### config.mk
export PLATFORM = sky130hd
export DESIGN_NAME = ycr_dmi_arb
export DESIGN_NICKNAME = d
export VERILOG_FILES = /design/src/rtl/ycr_dmi_arb_pkg.sv /design/src/rtl/ycr_dmi_arb.sv
export SDC_FILE = /design/constraint.sdc
export NUM_CORES = 1
export LEC_CHECK = 0
export ABC_AREA = 1
export CAP_MARGIN = 10
export CORE_ASPECT_RATIO = 0.5
export CORE_MARGIN = 4
export CORE_UTILIZATION = 42
export DETAILED_ROUTE_END_ITERATION = 10
export PLACE_DENSITY = 0.76
export SLEW_MARGIN = 30
export SYNTH_ARGS = -nofsm -noshare
export SYNTH_HDL_FRONTEND = slang
export SYNTH_SLANG_ARGS = --single-unit
### constraint.sdc
create_clock -name clk -period 1.95 [get_ports clk]
set_input_delay 0.2925 -clock clk [delete_from_list [all_inputs] [get_ports clk]]
set_output_delay 0.2925 -clock clk [all_outputs]
set_load 0.01 [all_outputs]
### src/rtl/ycr_dmi_arb_pkg.sv
// rtl/ycr_dmi_arb_pkg.sv - shared types and widths for the DM access arbiter
package ycr_dmi_arb_pkg;

    localparam int unsigned DMI_ADDR_W = 7;
    localparam int unsigned DMI_DATA_W = 32;

    typedef enum logic [1:0] {
        ST_IDLE     = 2'd0,
        ST_DMI_ACC  = 2'd1,
        ST_HOST_ACC = 2'd2,
        ST_DONE     = 2'd3
    } arb_state_e;

    typedef enum logic {
        GNT_DMI  = 1'b0,
        GNT_HOST = 1'b1
    } arb_gnt_e;

endpackage

### src/rtl/ycr_dmi_arb.sv
// rtl/ycr_dmi_arb.sv - serialises JTAG DMI and host debug accesses onto the DM register port
module ycr_dmi_arb
    import ycr_dmi_arb_pkg::*;
#(
    parameter int unsigned ADDR_W = DMI_ADDR_W,
    parameter int unsigned DATA_W = DMI_DATA_W,
    parameter int unsigned TMO_W  = 8
) (
    input  logic              clk,
    input  logic              rst_n,
    input  logic              dmi_req_i,
    input  logic              dmi_wr_i,
    input  logic [ADDR_W-1:0] dmi_addr_i,
    input  logic [DATA_W-1:0] dmi_wdata_i,
    output logic [DATA_W-1:0] dmi_rdata_o,
    output logic              dmi_busy_o,
    output logic              dmi_err_o,
    input  logic              dmi_stat_clr_i,
    input  logic              host_req_i,
    input  logic              host_wr_i,
    input  logic [ADDR_W-1:0] host_addr_i,
    input  logic [DATA_W-1:0] host_wdata_i,
    output logic              host_ack_o,
    output logic [DATA_W-1:0] host_rdata_o,
    output logic              host_err_o,
    output logic              dm_req_o,
    output logic              dm_wr_o,
    output logic [ADDR_W-1:0] dm_addr_o,
    output logic [DATA_W-1:0] dm_wdata_o,
    input  logic              dm_resp_i,
    input  logic [DATA_W-1:0] dm_rdata_i
);

    arb_state_e        state;
    arb_state_e        state_nxt;
    arb_gnt_e          last_grant;

    logic              pend;
    logic              pend_wr;
    logic [ADDR_W-1:0] pend_addr;
    logic [DATA_W-1:0] pend_wdata;

    logic              acc_wr;
    logic [ADDR_W-1:0] acc_addr;
    logic [DATA_W-1:0] acc_wdata;

    logic [TMO_W-1:0]  tmo_cnt;
    logic [TMO_W-1:0]  tmo_inc;

    logic              in_acc;
    logic              tmo_hit;
    logic              dmi_accept;
    logic              grant_dmi;
    logic              grant_host;

    assign tmo_inc    = tmo_cnt + {{(TMO_W-1){1'b0}}, 1'b1};
    assign in_acc     = (state == ST_DMI_ACC) || (state == ST_HOST_ACC);
    // Abort on the cycle the counter would reach all-ones: 2^TMO_W-1 request cycles in total.
    assign tmo_hit    = in_acc && !dm_resp_i && (&tmo_inc);
    // A DMI pulse is only taken when the slot is free and no DMI access is in flight.
    assign dmi_accept = dmi_req_i && !pend && (state != ST_DMI_ACC);

    // DM port is driven straight from state; attributes are forced to zero outside an access.
    always_comb begin
        dm_req_o   = in_acc;
        dm_wr_o    = in_acc & acc_wr;
        dm_addr_o  = in_acc ? acc_addr  : '0;
        dm_wdata_o = in_acc ? acc_wdata : '0;
    end

    // State register.
    always_ff @(posedge clk or negedge rst_n) begin
        if (!rst_n) state <= ST_IDLE;
        else        state <= state_nxt;
    end

    // Next-state and grant decision; round-robin only matters when both sides want the DM.
    always_comb begin
        state_nxt  = state;
        grant_dmi  = 1'b0;
        grant_host = 1'b0;
        case (state)
            ST_IDLE: begin
                if (pend && (!host_req_i || last_grant == GNT_HOST)) begin
                    grant_dmi = 1'b1;
                    state_nxt = ST_DMI_ACC;
                end else if (host_req_i) begin
                    grant_host = 1'b1;
                    state_nxt  = ST_HOST_ACC;
                end
            end
            ST_DMI_ACC, ST_HOST_ACC: begin
                if (dm_resp_i || tmo_hit) state_nxt = ST_DONE;
            end
            ST_DONE: state_nxt = ST_IDLE;
            default: state_nxt = ST_IDLE;
        endcase
    end

    // Single-entry DMI slot: filled by an accepted pulse, emptied when granted.
    always_ff @(posedge clk or negedge rst_n) begin
        if (!rst_n) begin
            pend       <= 1'b0;
            pend_wr    <= 1'b0;
            pend_addr  <= '0;
            pend_wdata <= '0;
        end else if (dmi_accept) begin
            pend       <= 1'b1;
            pend_wr    <= dmi_wr_i;
            pend_addr  <= dmi_addr_i;
            pend_wdata <= dmi_wdata_i;
        end else if (grant_dmi) begin
            pend       <= 1'b0;
        end
    end

    // Latch the granted access, remember the winner and run the timeout counter.
    always_ff @(posedge clk or negedge rst_n) begin
        if (!rst_n) begin
            acc_wr     <= 1'b0;
            acc_addr   <= '0;
            acc_wdata  <= '0;
            tmo_cnt    <= '0;
            last_grant <= GNT_HOST;
        end else if (grant_dmi) begin
            acc_wr     <= pend_wr;
            acc_addr   <= pend_addr;
            acc_wdata  <= pend_wdata;
            tmo_cnt    <= '0;
            last_grant <= GNT_DMI;
        end else if (grant_host) begin
            acc_wr     <= host_wr_i;
            acc_addr   <= host_addr_i;
            acc_wdata  <= host_wdata_i;
            tmo_cnt    <= '0;
            last_grant <= GNT_HOST;
        end else if (in_acc && !dm_resp_i) begin
            tmo_cnt    <= tmo_inc;
        end
    end

    // Sticky DMI status; a new set event beats a clear in the same cycle.
    always_ff @(posedge clk or negedge rst_n) begin
        if (!rst_n) begin
            dmi_busy_o <= 1'b0;
            dmi_err_o  <= 1'b0;
        end else begin
            if (dmi_req_i && !dmi_accept)              dmi_busy_o <= 1'b1;
            else if (dmi_stat_clr_i)                   dmi_busy_o <= 1'b0;
            if ((state == ST_DMI_ACC) && tmo_hit)      dmi_err_o  <= 1'b1;
            else if (dmi_stat_clr_i)                   dmi_err_o  <= 1'b0;
        end
    end

    // Completion capture: read data for reads only, host ack/err on both response and abort.
    always_ff @(posedge clk or negedge rst_n) begin
        if (!rst_n) begin
            dmi_rdata_o  <= '0;
            host_ack_o   <= 1'b0;
            host_rdata_o <= '0;
            host_err_o   <= 1'b0;
        end else begin
            host_ack_o <= (state == ST_HOST_ACC) && (dm_resp_i || tmo_hit);
            if ((state == ST_DMI_ACC) && dm_resp_i && !acc_wr) dmi_rdata_o <= dm_rdata_i;
            if ((state == ST_HOST_ACC) && dm_resp_i) begin
                if (!acc_wr) host_rdata_o <= dm_rdata_i;
                host_err_o <= 1'b0;
            end else if ((state == ST_HOST_ACC) && tmo_hit) begin
                host_rdata_o <= '0;
                host_err_o   <= 1'b1;
            end
        end
    end

endmodule

Word-level counts from Yosys, hierarchy flattened

Index checks and enable logic that the tools add are counted.

Input port bits: 118
Register bits after elaboration: 160
Word-level logic and storage cells: 88
Output and inout port bits: 109

Equality and inequality tests: 7
Bitwise operators: 1
Reduce and logical (&&, ||, !) cells: 31
Mux-type cells: 32
Add/subtract/negate cells: 1

Operator list:

| kind                                                                     | count |
|---|---|
| 32-bit two-way mux                                                       | 6 |
| 8-bit two-way mux                                                        | 3 |
| 7-bit two-way mux                                                        | 3 |
| 1-bit two-way mux                                                        | 16 |
| 1-bit logical AND                                                        | 12 |
| 2-bit nonzero test                                                       | 5 |
| 8-bit by 1-bit adder with 8-bit output (second input constant)           | 1 |
| 8-bit AND reduction                                                      | 1 |
| 2-bit two-way mux                                                        | 3 |
| 2-bit one-hot mux with 3 select lines                                    | 1 |
| 1-bit zero test                                                          | 5 |
| 2-bit == test (second input constant)                                    | 2 |
| 2-bit inequality test (second input constant)                            | 2 |
| 2-bit AND reduction                                                      | 2 |
| 1-bit logical OR                                                         | 3 |
| 3-bit inequality test (second input constant)                            | 1 |
| 3-bit nonzero test                                                       | 1 |
| 2-bit by 1-bit == test with 1-bit output (second input constant)         | 1 |
| 2-bit zero test                                                          | 1 |
| 2-bit by 1-bit inequality test with 1-bit output (second input constant) | 1 |
| 2-bit OR reduction                                                       | 1 |
| 1-bit bitwise AND                                                        | 1 |

Logic depth before layout (Yosys ltp)

Gate-level depths: netlist of the first run.

Depth after elaboration: 7
Mapped depth: 12
Gate-level depth less buffers: 11

Worst setup path before layout of the first run

Ideal clock, no wire load.

Path type: register to register
Start point: reg state[0]
End point: reg host_rdata_o[23]
Data required time: 1.833 ns
Cell stages (with the launch flop): 10
Arrival: 1.793 ns
Path slack: 0.040 ns
Buffers on the path: 2
Clock period less this slack: 1.910 ns
Library setup time: 0.117 ns
Cell sequence: dfrtp_1 -> inv_1 -> ha_1 -> buf_2 -> inv_1 -> nor2_1 -> nand3_4 -> buf_2 -> nand3_1 -> nand2_1

Cells in the longest elaborated chain, start to end: 7
Elaborated cells between the ends (all ways): 11
Classes of those cells: eq/ne (3); mux (1); reduce/logical (7)

RTL lines:

| item                                                                             | line               | text |
|---|---|---|
| start, declared                                                                  | ycr_dmi_arb.sv:34  | `arb_state_e state;` |
| start signal, assigned                                                           | ycr_dmi_arb.sv:74  | `else state <= state_nxt;` |
| 2-bit by 1-bit == test with 1-bit output / 2-bit == test (equally long branches) | ycr_dmi_arb.sv:57  | `assign in_acc = (state == ST_DMI_ACC) \|\| (state == ST_HOST_ACC);` |
| 1-bit logical OR (*)                                                             | ycr_dmi_arb.sv:57  |  |
| named net dm_req_o                                                               | ycr_dmi_arb.sv:26  | `output logic dm_req_o,` |
| 1-bit logical AND (*) (2 in series)                                              | ycr_dmi_arb.sv:59  | `assign tmo_hit = in_acc && !dm_resp_i && (&tmo_inc);` |
| 1-bit logical AND (*)                                                            | ycr_dmi_arb.sv:168 | `end else if ((state == ST_HOST_ACC) && tmo_hit) begin` |
| 2-bit nonzero test (no source line) (*)                                          | -                  |  |
| 2-bit AND reduction (no source line) (*)                                         | -                  |  |
| end signal, assigned                                                             | ycr_dmi_arb.sv:166 | `if (!acc_wr) host_rdata_o <= dm_rdata_i;` |
| end, declared                                                                    | ycr_dmi_arb.sv:24  | `output logic [DATA_W-1:0] host_rdata_o,` |

Mark *: on every way through the listed nets, which the timed path passes. The rest lies on a longest branch.
A chain may end at the register's enable or synchronous reset.

Worst setup path after layout of the first run

Start point: reg tmo_cnt[0]
End point: reg host_rdata_o[2]

Cells in the longest elaborated chain, start to end: 6

RTL lines:

| item                                   | line               | text |
|---|---|---|
| start, declared                        | ycr_dmi_arb.sv:47  | `logic [TMO_W-1:0] tmo_cnt;` |
| start signal, assigned                 | ycr_dmi_arb.sv:138 | `tmo_cnt <= tmo_inc;` |
| 8-bit by 1-bit adder with 8-bit output | ycr_dmi_arb.sv:56  | `assign tmo_inc = tmo_cnt + {{(TMO_W-1){1'b0}}, 1'b1};` |
| 8-bit AND reduction                    | ycr_dmi_arb.sv:59  |  |
| 1-bit logical AND                      | ycr_dmi_arb.sv:59  |  |
| 1-bit logical AND                      | ycr_dmi_arb.sv:168 |  |
| 2-bit nonzero test (no source line)    | -                  |  |
| 2-bit AND reduction (no source line)   | -                  |  |

Every way passes these cells.

==> impl_metrics.json, run 1 <==
{
  "irDropWorstVdd_v": 0.000849,
  "clock_latency_ns": 0.42,
  "cp_data_required_time_ns": 2.26,
  "rsz0062_at_grt": "true",
  "grtUsageMet1_pct": 28.5,
  "busiest_layer": "met2",
  "grt_usage_pct": 22.2,
  "status": "finished, final reports clean",
  "hold_violations": 0,
  "yosysTopAreaCell": "dfrtp_1",
  "overflow": 0,
  "startpoint_type": "register",
  "chipHeight_um": 101,
  "relSlewSlack_pct": 69.4,
  "dp_hpwl_mm": 15.0,
  "die_x_um": 194,
  "clk_path_buf_depth": 2,
  "via_per_inst": 4.95,
  "synth_edf_count": 0,
  "antenna_found_initial": 0,
  "regArea_um2": 4010,
  "seqPwrFrac_pct": 33.6,
  "finalClockSkew_ns": 0.00771,
  "fin_crit_ns": 1.95,
  "core_area_um2": 16600,
  "grt_pass1_wl_mm": 35.2,
  "yosys-top-cells-count": "nand2_1 (298), dfrtp_1 (159), o21ai_0 (110), inv_1 (92), nor2_1 (79)",
  "power.static_leakage_nw": 5.60,
  "synth_top_flop_cell": "dfrtp_1",
  "hold_class": "primary input to asynchronous set/reset pin",
  "fmaxAchievable_ghz": 0.513,
  "yosys_warnings": 0,
  "ios": 227,
  "drt_iter0_drc": 386,
  "cts_made_buffers": 17,
  "critical_path_class": "register to register",
  "initial_core_util_pct": 43.6,
  "synthTopCellsByArea": "dfrtp_1 (55%), nand2_1 (15%), o21ai_0 (7.6%)",
  "rows": 33,
  "netlist_area_um2": 7260,
  "grt_pass1_vias": 6986,
  "multi_input_area_um2": 2950,
  "grtUsageMet2_pct": 38.5,
  "grt_use_met3_pct": 4.57,
  "nNetsFinal": 1268,
  "ys_ff_latch": 160,
  "ys_types": 27,
  "holdWs_ns": 0.369,
  "num-fill-cells": 1353,
  "p_comb_share_pct": 45.9,
  "sw_frac_of_total_pct": 38.7,
  "cts_root_buf": "clkbuf_16",
  "p_int_mw": 10.4,
  "grt_max_degree": 65,
  "wl_mm": 22.6,
  "syn_inst": 898,
  "antennaDiodeCount": 0,
  "cts_sinks": 160,
  "syn2layout_area_growth_pct": 49.7,
  "drv_cap": 0,
  "async_flop_share_pct": 100,
  "p_clk_share_pct": 20.5,
  "endpoint_kind": "register",
  "max_slew.worst_pin.slew_ns": 0.459,
  "synth_nets": 1022,
  "ys_seq_area_share_pct": 55.2,
  "gp_congestion": 0.798,
  "antenna_left": 0,
  "setup_tns_ns": 0,
  "clk_pin_slew_worst_paths_ns": 0.07,
  "worstPathMaxFanout": 7,
  "worstPathArrival_ns": 2.25,
  "wl_per_cell_um": 16.3,
  "power.density_cell_area_nw_per_um2": 1570,
  "vias": 6847,
  "power_switching_mw": 6.59,
  "finalSetupViolCount": 0,
  "cts_tree": "yes",
  "die_area_um2": 19600,
  "final_min_period_over_clock_period_pct": 99.9,
  "drc_errors": 0,
  "dr.pass1.iters": 5,
  "yosysMostFrequentCell": "nand2_1",
  "drive_gt1_share_pct": 17.0,
  "yosysTopAreaCellShare_pct": 54.8,
  "htree_levels": 4,
  "avgSynthCellArea_um2": 8.08,
  "portBuffers": 226,
  "drv_slew": 0
}
-- final timing paths --
| kind | from | endpoint | slack (ns) | cells after the start |
|---|---|---|---|---|
| worst min-delay path | rst_n | acc_wdata[7]$_DFFE_PN0P_ | 0.37 | 2 |
| worst min register to register | pend_wdata[15]$_DFFE_PN0P_ | pend_wdata[15]$_DFFE_PN0P_ | 0.47 | 2 |
| worst max register to register | tmo_cnt[0]$_DFFE_PN0P_ | host_rdata_o[2]$_DFFE_PN0P_ | 0.001 | 12 |
| min in group clk | dmi_wdata_i[16] | pend_wdata[16]$_DFFE_PN0P_ | 0.41 | 3 |
| worst max-delay path | tmo_cnt[0]$_DFFE_PN0P_ | host_rdata_o[2]$_DFFE_PN0P_ | 0.001 | 12 |
| max in group asynchronous | rst_n | acc_wdata[21]$_DFFE_PN0P_ | 0.90 | 3 |
-- layer usage --
layer	part of all wire [%]	wire length, um
met2	51	11400
met3	5.2	1170
met1	42	9580
met4	1.6	365
met5	0	0
-- sequential cells by signal, indices dropped and copies added, names as in the netlist, 2 cells and up --
signal / cells
acc_wdata: 32
dmi_rdata_o: 32
state: 2
tmo_cnt: 8
pend_wdata: 32
host_rdata_o: 32
pend_addr: 7
acc_addr: 7
-- kinds of logic (layout without fill, tap and decap cells) --
logic type / count (synthesis) / in the layout / share of synthesized area [%]
xor gates and xnor gates: 1 / 1 / 0.121
AOI/OAI and AO/OA: 129 / 129 / 9.05
buffers and inverters: 140 / 395 / 8.05
DFF: 160 / 160 / 55.2
adders and majority gates: 6 / 6 / 1.03
and+or+nand+nor: 462 / 465 / 26.5
-- cell type report --
| cell class | instances | share of cell area, % |
|---|---|---|
| Clock buffer | 22 | 4.46 |
| Tap cell | 227 | 2.61 |
| Clock inverter | 9 | 1.20 |
| Sequential cell | 160 | 36.9 |
| Multi-Input combinational cell | 601 | 27.2 |
| Inverter | 93 | 3.21 |
| Timing Repair Buffer | 271 | 24.5 |
-- power by group through the flow --
| stage | Sequential [mW] | Combinational, mW | Clock [mW] |
|---|---|---|---|
| detailed placement | 5.68 | 7.66 | 0 |
| global route | 5.88 | 8.66 | 3.68 |
| global placement | 5.62 | 7.46 | 0 |
| finish | 5.73 | 7.81 | 3.49 |
| CTS | 5.65 | 7.70 | 3.52 |
| floorplan | 5.75 | 3.59 | 0 |
-- cell usage in the layout, fill, tap and decap left out, types with 5 or more instances in the layout --
cell type,instances
buf_12,10
buf_2,28
buf_4,24
buf_6,5
clkbuf_16,20
clkbuf_2,5
clkdlybuf4s50_1,184
dfrtp_1,159
dlygate4sd2_1,7
inv_1,88
inv_2,5
nand2_1,292
nand2_2,39
nand3_1,19
nand3_2,24
nor2_1,75
o21ai_0,109
o21ai_1,11
-- repair_timing --
item,4_1_cts,5_1_grt
pin swaps,2,28
gates cloned,2,5
endpoints found under the hold margin,42,0
endpoints found under the setup margin,70,81
hold buffers,1,0
resized for setup,139,62
setup buffers,8,7
-- stage by stage --
stage	cell area, um2	total power, mW	utilization (%)	std cells	setup slack (ns)
global route	10900	18.2	65.3	1383	-0.0853
floorplan	7260	9.33	-	898	0.0401
detailed placement	9890	13.3	59.5	1330	-0.0513
finish	10900	17.0	65.3	1383	0.00134
global placement	9890	13.1	59.5	1330	0.0310
CTS	10500	16.9	63.1	1372	-0.0429
-- critical path, stage by stage, from the launching register on --
cell	delay, ns
dfrtp_1	0.45
ha_4	0.20
nand3_2	0.12
nor2_1	0.13
nand2_1	0.06
nand2_1	0.10
nand2_2	0.09
nor2_4	0.13
nand3_4	0.11
buf_12	0.16
clkbuf_16	0.16
nand3_2	0.06
nand2_1	0.05
Note: power is estimated with default switching activity, not from simulation.
==> inputs of run 2 (changes only) <==
--- a/config.mk
+++ b/config.mk
@@ -8,9 +8,10 @@
 export ABC_AREA = 1
 export CAP_MARGIN = 10
 export CORE_ASPECT_RATIO = 0.5
-export CORE_MARGIN = 4
+export CORE_MARGIN = 3
 export CORE_UTILIZATION = 42
 export DETAILED_ROUTE_END_ITERATION = 10
+export GPL_ROUTABILITY_DRIVEN = 0
 export PLACE_DENSITY = 0.76
 export SLEW_MARGIN = 30
 export SYNTH_ARGS = -nofsm -noshare
==> impl_metrics.json, run 2 (synthesized netlist as in run 1, its figures left out) <==
{
  "status": "complete, but fails checks",
  "violations": "setup timing",
  "overflow": 0,
  "chipHeight_um": 98.9,
  "setup_tns_ns": -0.0317,
  "drv_slew": 0,
  "via_per_inst": 4.98,
  "seqPwrFrac_pct": 32.7,
  "p_clk_share_pct": 19.0,
  "cts_made_buffers": 17,
  "dr.pass1.iters": 6,
  "irDropWorstVdd_v": 0.000908,
  "fin_crit_ns": 1.97,
  "wl_mm": 22.4,
  "multi_input_area_um2": 2890,
  "design_area_um2": 10800,
  "met3_length_mm": 1.49,
  "relSlewSlack_pct": 70.7,
  "portBuffers": 226,
  "antenna_left": 0,
  "critical_path_class": "register to output port",
  "grt_pass1_vias": 6855,
  "vias": 6855,
  "regArea_um2": 4010,
  "final_min_period_over_clock_period_pct": 101,
  "clock_latency_ns": 0.42,
  "pre_cts_ws_ns": -0.0517,
  "startpoint_type": "register",
  "clk_pin_slew_worst_paths_ns": 0.07,
  "final_common_cell": "nand2_1",
  "hold_class": "primary input to asynchronous set/reset pin",
  "cts_sinks": 160,
  "final_cell_mix": "nand2_1 (280), clkdlybuf4s50_1 (184), dfrtp_1 (158)",
  "p_int_mw": 10.5,
  "drive_gt1_share_pct": 17.5,
  "grt_usage_pct": 22.7,
  "rows": 33,
  "antenna_found_initial": 0,
  "syn2layout_area_growth_pct": 49.0,
  "finalPower_mw": 17.4,
  "num-fill-cells": 1349,
  "grt_pass1_wl_mm": 34.6,
  "worstPathArrival_ns": 1.68,
  "grt_max_degree": 65,
  "routedLengthMet1_mm": 9.39,
  "initial_core_util_pct": 43.6,
  "endpoint_kind": "output port",
  "met2_wirelength_mm": 11.4,
  "die_x_um": 192,
  "power_switching_mw": 6.86,
  "antennaDiodeCount": 0,
  "drc_errors": 0,
  "final_util_pct": 65.0,
  "ios": 227,
  "finalClockSkew_ns": 0.0132,
  "clk_path_buf_depth": 2,
  "rsz0062_at_grt": "true",
  "die_area_um2": 19000,
  "power.static_leakage_nw": 5.55,
  "fmaxAchievable_ghz": 0.508,
  "cp_data_required_time_ns": 1.66,
  "cts_root_buf": "clkbuf_16",
  "htree_levels": 4,
  "nNetsFinal": 1262,
  "wl_per_cell_um": 16.3,
  "drv_cap": 0,
  "drt_iter0_drc": 516,
  "dp_hpwl_mm": 14.1,
  "core_area_um2": 16600,
  "sw_frac_of_total_pct": 39.4,
  "cts_tree": "yes",
  "layout_setup_ws_ns": -0.0203,
  "finalSetupViolCount": 3,
  "dpl_cell_area_um2": 9870,
  "p_comb_share_pct": 48.3,
  "topRoutingLayerUsed": "met4",
  "worstPathMaxFanout": 5,
  "power.density_cell_area_nw_per_um2": 1610,
  "hold_violations": 0,
  "max_slew.worst_pin.slew_ns": 0.435
}
[run 2: cell count changes in the layout (fill, tap and decap cells not counted), sizes merged]
cell and change:
bufinv -1, buf +6, clkinv +3, clkbuf -7, dlygate4sd2 -7
[run 2: area by class of cell]
class | count | area share, %
Clock inverter | 11 | 1.24
Timing Repair Buffer | 265 | 24.9
Sequential cell | 160 | 37.1
Multi-Input combinational cell | 601 | 26.7
Clock buffer | 20 | 4.13
Inverter | 93 | 3.30
Tap cell | 227 | 2.63
[run 2: per-layer routing]
metal / vias to the layer above / global-route usage [%]
met4: 0 / 4.79
li1: 3261 / -
met5: - / 0
met3: 19 / 4.80
met1: 3321 / 30.2
met2: 254 / 38.7
[run 2: critical path, cell delays in order (launching register included)]
cell	delay (ns)
dfrtp_1	0.37
inv_2	0.06
ha_4	0.33
buf_6	0.14
clkbuf_16	0.16
nand2_2	0.05
inv_2	0.06
buf_6	0.10
[run 2: final timing paths]
kind	startpoint	to	slack, ns	cells past startpoint
max in group asynchronous	rst_n	last_grant$_DFFE_PN1P_	0.90	3
min	rst_n	dmi_rdata_o[31]$_DFFE_PN0P_	0.38	2
min reg2reg	pend_wdata[16]$_DFFE_PN0P_	pend_wdata[16]$_DFFE_PN0P_	0.48	2
min in group clk	dmi_wdata_i[19]	pend_wdata[19]$_DFFE_PN0P_	0.41	3
max	state[1]$_DFFE_PN0P_	dm_wr_o	-0.02	7
max reg2reg	tmo_cnt[3]$_DFFE_PN0P_	host_rdata_o[7]$_DFFE_PN0P_	0.01	11
[run 2: power by group through the flow]
stage / Sequential (mW) / Combinational [mW] / Clock, mW
detailed placement: 5.64 / 7.64 / 0
finish: 5.68 / 8.40 / 3.31
CTS: 5.60 / 7.82 / 3.37
global placement: 5.58 / 7.48 / 0
global route: 5.82 / 9.16 / 3.54
floorplan: 5.75 / 3.59 / 0
[run 2: timing repair]
item                                   4_1_cts  5_1_grt
hold buffers                                 1        0
pin swaps                                    2       14
gates cloned                                 3        5
buffers inserted                             6        6
endpoints found under the hold margin       38        0
setup endpoints to repair                   77      102
resized for setup                          172       82
[run 2: stage by stage]
stage	hold slack, ns	cells
floorplan	-0.00309	898
global placement	0.246	1327
detailed placement	0.248	1327
CTS	0.384	1368
global route	0.403	1377
finish	0.382	1377
==> inputs of run 3 (changes only) <==
--- a/config.mk
+++ b/config.mk
@@ -12,8 +12,10 @@
 export CORE_UTILIZATION = 42
 export DETAILED_ROUTE_END_ITERATION = 10
 export GPL_ROUTABILITY_DRIVEN = 0
+export MAX_ROUTING_LAYER = met4
 export PLACE_DENSITY = 0.76
 export SLEW_MARGIN = 30
 export SYNTH_ARGS = -nofsm -noshare
 export SYNTH_HDL_FRONTEND = slang
 export SYNTH_SLANG_ARGS = --single-unit
+export TNS_END_PERCENT = 1
==> impl_metrics.json, run 3 (synthesized netlist as in run 1, its figures left out) <==
{
  "status": "complete, but fails checks",
  "violations": "setup timing",
  "final_min_period_over_clock_period_pct": 100,
  "path_cells": "inv_2, ha_4, buf_6, clkbuf_16, nand2_2, inv_2, buf_6",
  "final_common_cell": "nand2_1",
  "final_util_pct": 64.1,
  "dr.pass1.iters": 5,
  "rsz0062_at_grt": "true",
  "max_slew.worst_pin.slew_ns": 0.423,
  "setup_tns_ns": -0.00159,
  "chipHeight_um": 98.9,
  "grt_pass1_wl_mm": 34.4,
  "cp_data_required_time_ns": 1.66,
  "sw_frac_of_total_pct": 39.3,
  "clk_pin_slew_worst_paths_ns": 0.07,
  "hold_class": "primary input to asynchronous set/reset pin",
  "drv_cap": 0,
  "portBuffers": 226,
  "rows": 33,
  "die_x_um": 192,
  "cts_tree": "yes",
  "vias": 6879,
  "finalClockSkew_ns": 0.00896,
  "p_clk_share_pct": 19.2,
  "dp_hpwl_mm": 14.1,
  "slowest_delay_ns": 0.37,
  "cts_made_buffers": 17,
  "multi_input_area_um2": 2810,
  "drive_gt1_share_pct": 16.3,
  "antenna_left": 0,
  "layout_setup_ws_ns": -0.00159,
  "worstPathMaxFanout": 5,
  "initial_core_util_pct": 43.6,
  "clk_path_buf_depth": 2,
  "drc_errors": 0,
  "grt_usage_pct": 23.3,
  "seqPwrFrac_pct": 32.8,
  "p_int_mw": 10.5,
  "clock_latency_ns": 0.42,
  "drt_iter0_drc": 550,
  "slowest_stage": "dfrtp_1",
  "worst-path-buf-inv": 5,
  "wl_mm": 22.0,
  "grt_pass1_vias": 6821,
  "antenna_found_initial": 0,
  "nNetsFinal": 1257,
  "drv_slew": 0,
  "final_cell_mix": "nand2_1 (284), clkdlybuf4s50_1 (184), dfrtp_1 (158)",
  "wl_per_cell_um": 16.0,
  "endpoint_kind": "output port",
  "relSlewSlack_pct": 71.5,
  "via_per_inst": 5.01,
  "fmaxAchievable_ghz": 0.512,
  "power.density_cell_area_nw_per_um2": 1620,
  "irDropWorstVdd_v": 0.000935,
  "cts_root_buf": "clkbuf_16",
  "regArea_um2": 4010,
  "core_area_um2": 16600,
  "power_switching_mw": 6.78,
  "finalSetupViolCount": 1,
  "antennaDiodeCount": 0,
  "power.static_leakage_nw": 5.46,
  "ios": 227,
  "grt_max_degree": 65,
  "htree_levels": 4,
  "overflow": 0,
  "worstPathArrival_ns": 1.66,
  "holdWs_ns": 0.380,
  "critical_path_class": "register to output port",
  "die_area_um2": 19000,
  "syn2layout_area_growth_pct": 47.0,
  "fin_crit_ns": 1.95,
  "num-fill-cells": 1371,
  "startpoint_type": "register",
  "crit_family": "buffers and inverters",
  "cts_sinks": 160,
  "hold_violations": 0,
  "p_comb_share_pct": 47.9
}
## run 3: cell types whose count changed in the layout (fill, tap and decap cells not counted)
cell / delta
buf_12: -1
buf_4: +1
nand3_2: -2
ha_4: -1
nand2_2: +1
buf_6: -4
nand2_1: +4
ha_1: +1
nand2_4: -7
inv_8: -1
nand3_1: +3
inv_1: +1
## run 3: per-layer routing
| layer | track usage (%) | wire length [um] |
|---|---|---|
| met3 | 4.23 | 1420 |
| met2 | 38.6 | 10900 |
| met1 | 30.1 | 9340 |
| met5 | - | 0 |
| met4 | 5.01 | 284 |
## run 3: worst reg2reg max path, stage by stage (launching register included)
cell and delay (ns):
dfrtp_2 0.42, ha_4 0.17, nand3_2 0.12, nor2_2 0.11, nand2_1 0.05, nand2_1 0.10
nand2_2 0.08, nor2_4 0.22, nand3_4 0.20, clkbuf_16 0.22, nand3_1 0.06, nand2_1 0.06
## run 3: power by group through the flow
stage / Sequential (mW) / Combinational [mW] / Clock, mW
final: 5.66 / 8.27 / 3.32
after global routing: 5.80 / 9.04 / 3.53
after CTS: 5.61 / 7.79 / 3.37
after detailed placement: 5.64 / 7.64 / 0
after global placement: 5.58 / 7.48 / 0
after floorplan: 5.75 / 3.59 / 0
## run 3: layout make-up
class                           count  area share [%]
Sequential cell                   160            37.6
Multi-Input combinational cell    600            26.4
Timing Repair Buffer              261            24.7
Clock buffer                       20            4.19
Inverter                           93            3.27
Tap cell                          227            2.66
Clock inverter                     11            1.25
## run 3: what timing repair did
action	4_1_cts	5_1_grt
hold buffers	1	0
buffers inserted	4	4
cloned	2	5
gates resized for setup	172	60
pin swaps	2	4
hold endpoints to repair	38	0
setup endpoints to repair	77	101
## run 3: worst paths after layout
| kind | startpoint | end | slack, ns | cells after the start |
|---|---|---|---|---|
| setup / recovery | state[1]$_DFFE_PN0P_ | dm_wr_o | -0.002 | 7 |
| hold reg to reg | pend_wdata[0]$_DFFE_PN0P_ | pend_wdata[0]$_DFFE_PN0P_ | 0.47 | 2 |
| setup reg to reg | tmo_cnt[0]$_DFFE_PN0P_ | host_rdata_o[7]$_DFFE_PN0P_ | 0.03 | 11 |
| max in group asynchronous | rst_n | last_grant$_DFFE_PN1P_ | 0.91 | 3 |
| min in group clk | dmi_wdata_i[19] | pend_wdata[19]$_DFFE_PN0P_ | 0.41 | 3 |
| hold / removal | rst_n | dmi_rdata_o[31]$_DFFE_PN0P_ | 0.38 | 2 |
## run 3: through the flow
stage	setup slack, ns	power (mW)	instance area [um2]	instances
floorplan	0.0401	9.33	7260	898
global placement	-0.0482	13.1	9870	1327
detailed placement	-0.0517	13.3	9870	1327
CTS	-0.0801	16.8	10400	1365
global route	-0.0731	18.4	10700	1372
finish	-0.00159	17.2	10700	1372
==> variant 1: new RTL, config.mk and constraints of run 2 <==
Set the package constant `DMI_ADDR_W` to 8 (it was 7).
--- a/src/rtl/ycr_dmi_arb_pkg.sv
+++ b/src/rtl/ycr_dmi_arb_pkg.sv
@@ -2,5 +2,5 @@
 package ycr_dmi_arb_pkg;
 
-    localparam int unsigned DMI_ADDR_W = 7;
+    localparam int unsigned DMI_ADDR_W = 8;
     localparam int unsigned DMI_DATA_W = 32;
 
Ports: changed (resized dm_addr_o, dmi_addr_i and host_addr_i); port bits go from 227 to 230. No check against the original RTL was run, so the function may have changed too.
==> variant 1 against run 2 <==
The run still ends with negative setup slack left; wire length increased by 4.5%; area after synthesis rose by 1.2%; power is 7.1% higher; sequential cell count rose by 2; setup slack lost 0.021 ns; clock skew shrank 0.0052 ns; critical endpoint is now dm_wdata_o[20]; largest power group unchanged; clock power is 5% higher; cell area rose by 3.3%.
==> variant 1: results (changes against run 2) <==
- Vias per Instance: 4.98 (about the same)
- Compound-gate portion of the synthesized area: 9.13% (was 9.05%)
- Count of cell types in the netlist: 28 (was 27)
- RR Startpoint: tmo_cnt[0]$_DFFE_PN0P_ (was tmo_cnt[3]$_DFFE_PN0P_)
- Leading post-synthesis cells by instance count: nand2_1 (303), dfrtp_1 (161), o21ai_0 (112) (was nand2_1 (298), dfrtp_1 (159), o21ai_0 (110))
- XOR/XNOR Fraction of Synth Area: 0.119% (was 0.121%)
- Later-pin clock latency in the skew report: 0.42 ns (about the same)
- Number of antenna violations at the first check in global routing: 0 (unchanged)
- Diode count: 0 (unchanged)
- Initial detailed-routing violation count: 359 (was 516)
- Post-synth ARST share: 100% (unchanged)
- Largest vdd supply drop: 1.13 mV (was 0.908 mV)
- Final #Nets: 1282 (was 1262)
- Vias in the first global route: 6903 (was 6855)
- Worst clock skew on the final layout: 0.00807 ns (was 0.0132 ns)
- Synthesized netlist net count: 1035 (was 1022)
- Final worst-path setup slack: -0.0416 ns (was -0.0203 ns)
- Root buf cell: clkbuf_16 (unchanged)
- Depth of the most critical reg-to-reg path: 11 (unchanged)
- Bufs on Longest Clock Path: 2 (unchanged)
- Static Leak: 5.69 nW (was 5.55 nW)
- Input/output buffers: 229 (was 226)
- WL per Instance: 16.8 um (was 16.3 um)
- Cell types with the largest area share after synthesis: dfrtp_1 (55%), nand2_1 (15%), o21ai_0 (7.6%) (unchanged)
- Adder-cell area share of the yosys netlist: 1.02% (was 1.03%)
- HPWL after detailed placement: 14800 um (was 14100 um)
- Total placed instance area: 9990 um2 (was 9870 um2)
- Post-Place Setup Slack: 0.00340 ns (was -0.0517 ns)
- Mux contribution to synthesized area: 0% (unchanged)
- Crit Path Max Fanout: 5 (unchanged)
- Switching share of power: 39.2% (was 39.4%)
- Violated checks: negative setup slack (unchanged)
- Most common flop cell mapped by yosys: dfrtp_1 (unchanged)
- Total track usage: 23.8% (was 22.7%)
- Post-synthesis sequential area ratio: 55.2% (about the same)
- Outcome: finished with violations (unchanged)
- Maximum level of the CTS H-tree: 4 (unchanged)
- First-pass GRT wire length: 36000 um (was 34600 um)
- Fraction of layout cells with a size suffix above 1: 20.3% (was 17.5%)
- Worst EP arrival: 1.70 ns (was 1.68 ns)
- TritonRoute pass-1 iters: 5 (was 6)
- Maximum number of pins on one net before global-route repair: 65 (unchanged)
- Number of endpoints failing setup at the final stage: 18 (was 3)
- Relative slew slack: 64.6% (was 70.7%)
- Capturing point of the worst reg2reg path: host_rdata_o[31]$_DFFE_PN0P_ (was host_rdata_o[7]$_DFFE_PN0P_)
==> variant 1: cell count changes after synthesis, moves of 2 or more <==
cell and change:
buf_2 -3, o21ai_0 +2, dfrtp_1 +2, clkbuf_1 +4, nand2_1 +5
==> variant 1: layer usage <==
| metal | up-vias | routed length, um | GRT usage (%) |
|---|---|---|---|
| met2 | 262 | 11500 | 39.9 |
| li1 | 3311 | - | - |
| met4 | 0 | 686 | 8.55 |
| met5 | - | 0 | 0 |
| met1 | 3315 | 9870 | 31.7 |
| met3 | 47 | 1350 | 3.77 |
==> variant 1: cell type report <==
cell class,count,area [um2]
inverter,94,353
fill,1315,5590
multi-input combinational,608,3030
tap,227,284
clock buffer,18,429
sequential,162,4060
timing repair buffer,273,2860
clock inverter,11,164
==> variant 1: power groups by stage <==
stage	logic, W	clock network (W)	registers (W)
after CTS	0.00825	0.00351	0.00574
after global placement	0.00746	0	0.00572
after global routing	0.0101	0.00367	0.00603
after floorplan	0.00364	0	0.00582
final	0.00930	0.00348	0.00587
after detailed placement	0.00767	0	0.00577
==> variant 1: critical path: stages (launching register included) <==
cell and delay [ns]:
dfrtp_1 0.38, inv_2 0.07, ha_4 0.32, buf_12 0.15
clkbuf_16 0.16, nand2_1 0.05, inv_1 0.04, buf_2 0.12
==> variant 1: worst max-delay path by stage <==
| stage | slack [ns] | cells after the start | to | startpoint |
|---|---|---|---|---|
| after floorplan | 0.03 | 9 | host_rdata_o[23]$_DFFE_PN0P_ | state[0]$_DFFE_PN0P_ |
| after global placement | 0.03 | 6 | dm_addr_o[1] | state[1]$_DFFE_PN0P_ |
| after detailed placement | 0.003 | 6 | dm_addr_o[1] | state[1]$_DFFE_PN0P_ |
| after CTS | -0.01 | 7 | dm_wdata_o[11] | state[0]$_DFFE_PN0P_ |
| after global routing | -0.1 | 7 | dm_wdata_o[14] | state[0]$_DFFE_PN0P_ |
| final | -0.04 | 7 | dm_wdata_o[20] | state[0]$_DFFE_PN0P_ |
==> variant 1: stage by stage <==
stage          TNS [ns]  cells  hold WS, ns  total power [W]
6_report         -0.336   1393        0.401           0.0186
5_1_grt           -3.54   1393        0.405           0.0198
4_1_cts          -0.120   1381        0.398           0.0175
3_5_place_dp          0   1343        0.284           0.0134
3_3_place_gp          0   1343        0.287           0.0132
2_1_floorplan         0    909     -0.00309          0.00946
==> variant 1: cells by family after synthesis <==
kind of cell | after synthesis
flops | 162
simple gates | 468
compound gates | 131
fa+ha+maj | 6
buf+inv | 141
xor+xnor | 1
==> variant 1: repair_timing <==
action | 4_1_cts | 5_1_grt
pin swaps | 1 | 13
hold endpoints to repair | 48 | 0
setup buffers | 4 | 6
hold buffers | 1 | 0
gates cloned | 4 | 7
endpoints found under the setup margin | 50 | 86
gates resized for setup | 184 | 115
==> variant 2: new RTL, config.mk and constraints of run 2 <==
Without the edit above. Register the output `dmi_err_o` once more, with the module's reset; this adds one clock of latency there. The other outputs are not delayed to match.
--- a/src/rtl/ycr_dmi_arb.sv
+++ b/src/rtl/ycr_dmi_arb.sv
@@ -31,4 +31,6 @@
     input  logic [DATA_W-1:0] dm_rdata_i
 );
+
+    logic dmi_err_s0;
 
     arb_state_e        state;
@@ -144,10 +146,10 @@
         if (!rst_n) begin
             dmi_busy_o <= 1'b0;
-            dmi_err_o  <= 1'b0;
+            dmi_err_s0 <= 1'b0;
         end else begin
             if (dmi_req_i && !dmi_accept)              dmi_busy_o <= 1'b1;
             else if (dmi_stat_clr_i)                   dmi_busy_o <= 1'b0;
-            if ((state == ST_DMI_ACC) && tmo_hit)      dmi_err_o  <= 1'b1;
-            else if (dmi_stat_clr_i)                   dmi_err_o  <= 1'b0;
+            if ((state == ST_DMI_ACC) && tmo_hit)      dmi_err_s0 <= 1'b1;
+            else if (dmi_stat_clr_i)                   dmi_err_s0 <= 1'b0;
         end
     end
@@ -173,4 +175,12 @@
     end
 
+    always_ff @(posedge clk or negedge rst_n) begin
+        if (!rst_n) begin
+            dmi_err_o <= '0;
+        end else begin
+            dmi_err_o <= dmi_err_s0;
+        end
+    end
+
 endmodule
 
Function: no difference found for any inputs over 4 cycles, from zero or initial values and one cycle with rst_n low; that may be too few to reach the edited logic, so the function may still have changed.
==> variant 2 against run 2 <==
The flow still finishes with violations (negative setup slack); cell area increased by 1.2%; sequential cell count increased by 1; setup slack got worse by 0.083 ns; hold slack about the same; power increased by 3.7%; area after synthesis increased by 0.34%; wire length decreased by 2.5%.
==> variant 2: results (changes against run 2) <==
- Clock-pin transition on the worst setup and hold timing paths: 0.06 ns
- Violated checks: negative setup slack (unchanged)
- Slew at the pin closest to its max-slew limit: 0.538 ns (was 0.435 ns)
- RR Startpoint: state[0]$_DFFE_PN0P_ (was tmo_cnt[3]$_DFFE_PN0P_)
- Root buf cell: clkbuf_16 (unchanged)
- WL per Instance: 15.8 um (was 16.3 um)
- Hold slack: 0.383 ns (was 0.382 ns)
- TritonRoute pass-1 iters: 5 (was 6)
- Die width: 192 um (about the same)
- Largest vdd supply drop: 0.903 mV (was 0.908 mV)
- Number of endpoints failing setup at the final stage: 27 (was 3)
- Final #Nets: 1267 (was 1262)
- Classification of the worst-slack hold path: flop to flop (was input pin to asynchronous set/reset pin)
- Maximum level of the CTS H-tree: 4 (unchanged)
- Switching share of power: 39.2% (was 39.4%)
- Worst Hold Launch: dmi_err_s0$_DFFE_PN0P_
- Fraction of layout cells with a size suffix above 1: 19.2% (was 17.5%)
- Number of antenna violations at the first check in global routing: 0 (unchanged)
- Depth of the most critical reg-to-reg path: 11 (unchanged)
- HPWL after detailed placement: 14500 um (was 14100 um)
- Static Leak: 5.62 nW (was 5.55 nW)
- Worst clock skew on the final layout: 0.0112 ns (was 0.0132 ns)
- Capturing point of the worst reg2reg path: state[0]$_DFFE_PN0P_ (was host_rdata_o[7]$_DFFE_PN0P_)
- Final worst-path setup slack: -0.103 ns (was -0.0203 ns)
- Later-pin clock latency in the skew report: 0.42 ns (about the same)
- Total placed instance area: 9930 um2 (was 9870 um2)
- Initial detailed-routing violation count: 360 (was 516)
- Synthesized netlist net count: 1023 (was 1022)
- Crit Path Max Fanout: 7 (was 5)
- Worst-case register-to-register setup slack: 0.03 ns (was 0.01 ns)
- Total track usage: 21.8% (was 22.7%)
- Post-synthesis sequential area ratio: 55.4% (was 55.2%)
- Input/output buffers: 226 (unchanged)
- Bufs on Longest Clock Path: 2 (unchanged)
- Worst EP arrival: 1.76 ns (was 1.68 ns)
- Cell count of the worst hold path: 0
- Final sum of negative setup slack: -1.52 ns (was -0.0317 ns)
- Vias per Instance: 4.91 (was 4.98)
- Maximum number of pins on one net before global-route repair: 55 (was 65)
- First-pass GRT wire length: 33400 um (was 34600 um)
- Count of cell types in the netlist: 27 (unchanged)
- Outcome: finished with violations (unchanged)
- Post-Place Setup Slack: 0.0227 ns (was -0.0517 ns)
- Vias in the first global route: 6703 (was 6855)
- Max Slew Vio Count: 0 (unchanged)
- Hold worst-path end: dmi_err_o$_DFF_PN0_
- Cell types with the largest area share after synthesis: dfrtp_1 (55%), nand2_1 (15%), o21ai_0 (7.6%) (unchanged)
- Post-synth ARST share: 100% (unchanged)
- Leading post-synthesis cells by instance count: nand2_1 (298), dfrtp_1 (160), o21ai_0 (110) (was nand2_1 (298), dfrtp_1 (159), o21ai_0 (110))
- Diode count: 0 (unchanged)
- Number of filler instances in the final layout: 1356 (was 1349)
variant 2: worst max-delay path: stages, from the launching register on:
cell and delay [ns]:
dfrtp_1 0.40, inv_2 0.08, ha_4 0.32, buf_6 0.14, buf_12 0.15, nand2_1 0.07
inv_1 0.06, buf_2 0.12
variant 2: cell families after synthesis:
kind of cell	after synthesis	share of synthesized area, %
compound gates	129	9.02
xor+xnor	1	0.120
fa+ha+maj	6	1.03
buf+inv	140	8.03
flops	161	55.4
simple gates	462	26.4
variant 2: worst max path at each step:
stage	cells after the start	endpoint	slack, ns	start
after floorplan	9	host_rdata_o[23]$_DFFE_PN0P_	0.04	state[0]$_DFFE_PN0P_
after global placement	7	tmo_cnt[7]$_DFFE_PN0P_	0.05	host_req_i
after detailed placement	7	tmo_cnt[5]$_DFFE_PN0P_	0.02	host_req_i
after CTS	8	dm_wdata_o[7]	-0.08	state[1]$_DFFE_PN0P_
after global routing	8	dm_wdata_o[0]	-0.16	state[0]$_DFFE_PN0P_
final	7	dm_wdata_o[11]	-0.10	state[0]$_DFFE_PN0P_
variant 2: layer usage:
metal  up-vias  GRT usage [%]  part of all wire [%]
li1       3270              -                     -
met1      3263           27.9                    42
met2       221           37.8                    51
met3        33           4.33                   6.0
met4         0           6.60                   1.6
met5         -              0                     0
variant 2: power groups by stage:
| stage | logic [W] | registers, W | clock network (W) |
|---|---|---|---|
| floorplan | 0.00359 | 0.00577 | 0 |
| global placement | 0.00745 | 0.00563 | 0 |
| detailed placement | 0.00763 | 0.00569 | 0 |
| CTS | 0.00770 | 0.00566 | 0.00345 |
| global route | 0.00968 | 0.00593 | 0.00362 |
| finish | 0.00886 | 0.00578 | 0.00339 |
variant 2: repair_timing:
item	in CTS	in global routing
cloned	1	4
setup buffers	7	4
setup endpoints to repair	41	125
pin swaps	1	5
hold buffers	1	0
resized for setup	146	122
endpoints found under the hold margin	50	0
variant 2: through the flow:
| step | instances | utilization (%) |
|---|---|---|
| final | 1383 | 65.6 |
| after global routing | 1383 | 65.6 |
| after CTS | 1375 | 63.1 |
| after detailed placement | 1334 | 59.5 |
| after global placement | 1334 | 59.5 |
| after floorplan | 899 | - |
variant 2: layout make-up:
type | instances | share of cell area [%]
well taps | 227 | 2.60
repair buffers | 270 | 25.2
clock inverters | 13 | 1.35
multi-input cells | 600 | 26.7
inverters | 93 | 3.19
flip-flops and latches | 161 | 36.9
clock buffers | 19 | 4.14
